==> src/rtl/rf_handle_cache.sv <==
// rf_handle_cache
//   Resolves a hashed object key to a simulator object handle through a
//   small fully-associative cache. A miss goes to the object table, and a
//   successful (non-error) answer fills the cache.
//
// Ports
//   clk, rst                 clock, synchronous active-high reset
//   req_valid/ready/key      lookup request
//   rsp_valid/ready          response handshake
//   rsp_handle/hit/err       response payload (handle is 0 on err)
//   tbl_req_valid/ready/key  miss request to the object table
//   tbl_rsp_valid/handle/err object table answer (no ready)
//   flush                    invalidate every entry, reset victim pointer
//   hit_cnt, miss_cnt        saturating lookup statistics
module rf_handle_cache #(
  parameter int ENTRIES  = 8,
  parameter int KEY_W    = 32,
  parameter int HANDLE_W = 16
) (
  input  logic                clk,
  input  logic                rst,
  input  logic                req_valid,
  output logic                req_ready,
  input  logic [KEY_W-1:0]    req_key,
  output logic                rsp_valid,
  input  logic                rsp_ready,
  output logic [HANDLE_W-1:0] rsp_handle,
  output logic                rsp_hit,
  output logic                rsp_err,
  output logic                tbl_req_valid,
  input  logic                tbl_req_ready,
  output logic [KEY_W-1:0]    tbl_req_key,
  input  logic                tbl_rsp_valid,
  input  logic [HANDLE_W-1:0] tbl_rsp_handle,
  input  logic                tbl_rsp_err,
  input  logic                flush,
  output logic [15:0]         hit_cnt,
  output logic [15:0]         miss_cnt
);

  localparam int PTR_W = (ENTRIES > 1) ? $clog2(ENTRIES) : 1;

  typedef enum logic [1:0] {IDLE, MISS_REQ, MISS_WAIT, RESP} state_t;

  state_t                state_q;
  logic [ENTRIES-1:0]    valid_q;
  logic [KEY_W-1:0]      key_mem_q [ENTRIES];
  logic [HANDLE_W-1:0]   hdl_mem_q [ENTRIES];
  logic [PTR_W-1:0]      rr_q;
  logic                  kill_q;
  logic                  rsp_valid_q;
  logic [HANDLE_W-1:0]   rsp_handle_q;
  logic                  rsp_hit_q;
  logic                  rsp_err_q;
  logic                  tbl_req_valid_q;
  logic [KEY_W-1:0]      tbl_req_key_q;
  logic [15:0]           hit_cnt_q;
  logic [15:0]           miss_cnt_q;

  logic                  hit_any;
  logic [PTR_W-1:0]      hit_idx;
  logic                  inv_any;
  logic [PTR_W-1:0]      inv_idx;
  logic [PTR_W-1:0]      victim;
  logic                  lookup_hit;
  logic                  fill_en;

  always_comb begin
    hit_any = 1'b0;
    hit_idx = '0;
    for (int i = 0; i < ENTRIES; i++) begin
      if (valid_q[i] && (key_mem_q[i] == req_key)) begin
        hit_any = 1'b1;
        hit_idx = PTR_W'(i);
      end
    end
    // Walk downward so the lowest-index invalid entry wins.
    inv_any = 1'b0;
    inv_idx = '0;
    for (int i = ENTRIES - 1; i >= 0; i--) begin
      if (!valid_q[i]) begin
        inv_any = 1'b1;
        inv_idx = PTR_W'(i);
      end
    end
    victim     = inv_any ? inv_idx : rr_q;
    // A flush arriving with the request is seen as already applied.
    lookup_hit = hit_any && !flush;
    // Fill is dropped if a flush landed at any point during the miss.
    fill_en    = !rst && (state_q == MISS_WAIT) && tbl_rsp_valid &&
                 !tbl_rsp_err && !kill_q && !flush;
  end

  always_ff @(posedge clk) begin
    if (rst) begin
      state_q         <= IDLE;
      valid_q         <= '0;
      rr_q            <= '0;
      kill_q          <= 1'b0;
      rsp_valid_q     <= 1'b0;
      rsp_handle_q    <= '0;
      rsp_hit_q       <= 1'b0;
      rsp_err_q       <= 1'b0;
      tbl_req_valid_q <= 1'b0;
      tbl_req_key_q   <= '0;
      hit_cnt_q       <= '0;
      miss_cnt_q      <= '0;
    end else begin
      case (state_q)
        IDLE: begin
          if (req_valid) begin
            if (lookup_hit) begin
              rsp_handle_q <= hdl_mem_q[hit_idx];
              rsp_hit_q    <= 1'b1;
              rsp_err_q    <= 1'b0;
              rsp_valid_q  <= 1'b1;
              if (hit_cnt_q != 16'hFFFF) hit_cnt_q <= hit_cnt_q + 16'd1;
              state_q      <= RESP;
            end else begin
              tbl_req_valid_q <= 1'b1;
              tbl_req_key_q   <= req_key;
              kill_q          <= 1'b0;
              if (miss_cnt_q != 16'hFFFF) miss_cnt_q <= miss_cnt_q + 16'd1;
              state_q         <= MISS_REQ;
            end
          end
        end
        MISS_REQ: begin
          if (tbl_req_ready) begin
            tbl_req_valid_q <= 1'b0;
            state_q         <= MISS_WAIT;
          end
        end
        MISS_WAIT: begin
          if (tbl_rsp_valid) begin
            rsp_handle_q <= tbl_rsp_err ? '0 : tbl_rsp_handle;
            rsp_hit_q    <= 1'b0;
            rsp_err_q    <= tbl_rsp_err;
            rsp_valid_q  <= 1'b1;
            state_q      <= RESP;
          end
        end
        RESP: begin
          if (rsp_ready) begin
            rsp_valid_q <= 1'b0;
            state_q     <= IDLE;
          end
        end
        default: state_q <= IDLE;
      endcase

      if (flush && ((state_q == MISS_REQ) || (state_q == MISS_WAIT))) kill_q <= 1'b1;

      if (flush) begin
        valid_q <= '0;
        rr_q    <= '0;
      end else if (fill_en) begin
        valid_q[victim] <= 1'b1;
        // Pointer only advances when a valid entry is evicted.
        if (!inv_any) rr_q <= rr_q + 1'b1;
      end
    end
  end

  // Entry payload storage; only the valid bits need reset.
  always_ff @(posedge clk) begin
    if (fill_en) begin
      key_mem_q[victim] <= tbl_req_key_q;
      hdl_mem_q[victim] <= tbl_rsp_handle;
    end
  end

  // Held low while rst is asserted, high as soon as the block idles.
  assign req_ready     = (state_q == IDLE) && !rst;
  assign rsp_valid     = rsp_valid_q;
  assign rsp_handle    = rsp_handle_q;
  assign rsp_hit       = rsp_hit_q;
  assign rsp_err       = rsp_err_q;
  assign tbl_req_valid = tbl_req_valid_q;
  assign tbl_req_key   = tbl_req_key_q;
  assign hit_cnt       = hit_cnt_q;
  assign miss_cnt      = miss_cnt_q;

endmodule

==> config.mk <==
export PLATFORM = sky130hd
export DESIGN_NAME = rf_handle_cache
export DESIGN_NICKNAME = d
export VERILOG_FILES = /design/src/rtl/rf_handle_cache.sv
export SDC_FILE = /design/constraint.sdc
export NUM_CORES = 1
export LEC_CHECK = 0
export CAP_MARGIN = 30
export CORE_MARGIN = 3
export CORE_UTILIZATION = 30
export DETAILED_ROUTE_END_ITERATION = 8
export PLACE_DENSITY_LB_ADDON = 0.2
export RECOVER_POWER = 50
export SYNTH_ARGS = -nofsm -noshare
export SYNTH_HDL_FRONTEND = slang
export SYNTH_SLANG_ARGS = --single-unit
==> constraint.sdc <==
create_clock -name clk -period 6.9 [get_ports clk]
set_input_delay 1.38 -clock clk [delete_from_list [all_inputs] [get_ports clk]]
set_output_delay 1.38 -clock clk [all_outputs]
set_load 0.03 [all_outputs]
==> results.sh <==
export IMPL_cts_tree="yes"
export IMPL_p_clk_frac=0.403
export IMPL_synthCells=1500
export IMPL_hold_path_class="reg2reg"
export IMPL_powerDensity_mw_per_mm2=279
export IMPL_pwr_share_seq=0.489
export IMPL_swShare=0.262
export IMPL_p_int_mw=5.12
export IMPL_die_w_um=268
export IMPL_ys_warn_count=0
export IMPL_start_util=0.305
export IMPL_h_tree_depth=2
export IMPL_yosysTopAreaCellShare=0.560
export IMPL_violations="capacitance limit, slew limit"
export IMPL_finalCritPeriodShare=0.742
export IMPL_fin_setup_tns_ns=0
export IMPL_fillers=6515
export IMPL_outcome="finished, violations left"
export IMPL_critPathArrivalTime_ns=5.62
export IMPL_crit_type="in2reg"
export IMPL_wirelength_um=67500
export IMPL_maxSlewViolCount=51
export IMPL_die_height_um=268
export IMPL_syn_num_nets=1563
export IMPL_path_clk_slew_ns=0.06
export IMPL_drcViolationCount=0
export IMPL_yosysMostFrequentCell="edfxtp_1"
export IMPL_antenna_left=0
export IMPL_synthXorXnorAreaFrac=0.117
export IMPL_post_cts_resized=0
export IMPL_rsz0062_at_grt="no"
export IMPL_yosys_mux_area_fraction=0.0430
export IMPL_synth_edf_count=384
export IMPL_end_kind="register"
export IMPL_max_freq_ghz=0.195
export IMPL_drt_pass1_iter_count=6
export IMPL_setup_viol=0
export IMPL_synth_top_area_cell="edfxtp_1"
export IMPL_synth_cell_type_count=59
export IMPL_cts_sinks=482
export IMPL_final_util=0.368
export IMPL_area_delta_synth_final_pct=20.8
export IMPL_grt_max_degree=48
export IMPL_place_ws_ns=1.13
export IMPL_skew_ns=0.0235
export IMPL_synth_compound_area_frac=0.0494
export IMPL_synth_area_top_cells="edfxtp_1 56%, dfxtp_1 9.5%, xor2_1 9.4%"
export IMPL_min_period_ns=5.12
export IMPL_synth_main_ff_cell="edfxtp_1"
export IMPL_portBuffers=140
export IMPL_worstPathMaxFanout=20
export IMPL_vias=13129
export IMPL_slew_headroom=-0.362
export IMPL_clock_latency_ns=0.62
export IMPL_avgSynthCellArea_sq_um=13.7
export IMPL_fin_nets=1728
export IMPL_drt_iter0_drc=1116
export IMPL_ir_worst_vdd_mv=0.173
export IMPL_die_area_sq_mm=0.0719
export IMPL_ctsHoldBuffers=0
export IMPL_ys_seq_elements=482
export IMPL_worstPathRequired_ns=7.39
export IMPL_post_cts_buffers=0
export IMPL_leakage_nw=8.58
export IMPL_via_per_inst=5.08
export IMPL_synth_top_family_by_area="XOR/XNOR gates"
export IMPL_syn_area_sq_mm=0.0206
export IMPL_overflow=0
export IMPL_drv_cap=2
export IMPL_clockRootBuffer="clkbuf_16"
export IMPL_setup_ws_ns=1.78
export IMPL_yosys_top_cells_count="384 x edfxtp_1, 220 x xor2_1, 98 x dfxtp_1"
export IMPL_synthSimpleGateAreaFrac=0.113
export IMPL_fin_hold_ws_ns=0.486
export IMPL_finalHoldViolCount=0
export IMPL_track_usage=0.186
export IMPL_p_switching_mw=1.82
export IMPL_layout_drive_gt1_share=0.0965
export IMPL_routedWlPerCell_um=26.1
export IMPL_ys_seq_area_frac=0.655
export IMPL_core_area_sq_mm=0.0676
export IMPL_comb_power_share=0.108
export IMPL_async_flop_share=0
export IMPL_antenna_found_initial=1
export IMPL_first_global_vias=12844
export IMPL_dp_hpwl_um=48200
export IMPL_numCtsBuffers=54
export IMPL_ctsLongestPathBuffers=3
export IMPL_ios=141
export IMPL_grt_pass1_wl_um=95600
export IMPL_worst_pin_slew_ns=2.04
export IMPL_gp_congestion=0.980
export IMPL_synth_fa_ha_area_frac=0.00425
export IMPL_fp_row_count=95
export IMPL_crit_path_start_kind="primary input"
==> final timing paths <==
check	startpoint	cells past startpoint	endpoint	slack [ns]
setup / recovery	req_key[18]	11	rsp_handle[15]	1.78
hold / removal	rsp_err	2	rsp_err	0.49
setup reg to reg	key_mem_q[2][22]	10	rsp_handle[15]	3.02
hold reg to reg	rsp_err	2	rsp_err	0.49
==> cell families after synthesis <==
| family | after synthesis |
|---|---|
| flops | 482 |
| simple gates | 427 |
| xor+xnor | 276 |
| compound gates | 139 |
| mux | 86 |
| buf+inv | 83 |
| fa+ha+maj | 7 |
==> layer usage <==
metal | GRT usage | vias to the layer above | routed length (um)
li1 | - | 5987 | -
met1 | 0.254 | 6640 | 29900
met2 | 0.311 | 402 | 32500
met3 | 0.0261 | 100 | 3380
met4 | 0.0523 | 0 | 1740
met5 | 0 | - | 0
==> registers in the layout, summed over array words and instances, names as in the netlist <==
signal	cells
hit_cnt	16
rsp_hit	1
valid_q	8
rsp_err	1
tbl_req_valid	1
state_q	2
rr_q	3
tbl_req_key	32
kill_q	1
rsp_handle	16
key_mem_q	256
rsp_valid	1
miss_cnt	16
hdl_mem_q	128
==> power groups by stage <==
stage	sequential, mW	combinational (mW)	clock, mW
4_1_cts	3.40	0.777	2.88
3_5_place_dp	3.46	0.774	0
5_1_grt	3.41	0.807	2.99
3_3_place_gp	3.46	0.769	0
6_report	3.39	0.752	2.80
2_1_floorplan	3.49	0.360	0
==> cells in the final DEF (no fill, tap or decap), types with 8 or more instances in the layout <==
cell / count
a211oi_1: 19
a21oi_1: 19
and2_1: 8
and3_1: 16
buf_4: 32
clkbuf_1: 17
clkbuf_16: 54
clkbuf_8: 10
clkdlybuf4s50_1: 59
clkinv_2: 9
dfxtp_1: 98
dlygate4sd3_1: 80
edfxtp_1: 384
inv_1: 11
mux2_2: 20
mux2i_1: 66
nand2_1: 61
nand3_1: 34
nand4_1: 34
nor2_1: 84
nor3_1: 26
nor4_1: 91
nor4b_1: 12
o211ai_1: 10
o21a_1: 8
o21ai_0: 24
o21bai_1: 9
o32ai_1: 16
or4_1: 17
xnor2_1: 56
xor2_1: 220
==> stage by stage <==
step	instance area, sq um	std cells	power (mW)
6_report	24900	2586	6.94
5_1_grt	24900	2584	7.21
2_1_floorplan	20600	1500	3.85
4_1_cts	24900	2583	7.06
3_3_place_gp	23100	2477	4.23
3_5_place_dp	23200	2482	4.24
==> area by class of cell <==
cell class              count  area [sq um]  area share
inverters                  11          41.3     0.00166
well taps                 873          1090      0.0439
diodes                      3          7.51    0.000302
clock buffers              76          1530      0.0616
repair buffers            181          1740      0.0698
multi-input cells         935          6790       0.273
clock inverters            25           198     0.00794
flip-flops and latches    482         13500       0.542
==> worst max-delay path, cell delays in order <==
cell             delay (ns)
clkdlybuf4s50_1        0.85
xor2_1                 0.26
nor4_1                 0.34
nand4_1                0.34
nor4_1                 0.50
o21a_2                 0.59
buf_4                  0.49
o21ai_0                0.15
a21oi_1                0.23
o31ai_1                0.10
or3_1                  0.36
Power figures use the tool's default switching activity.
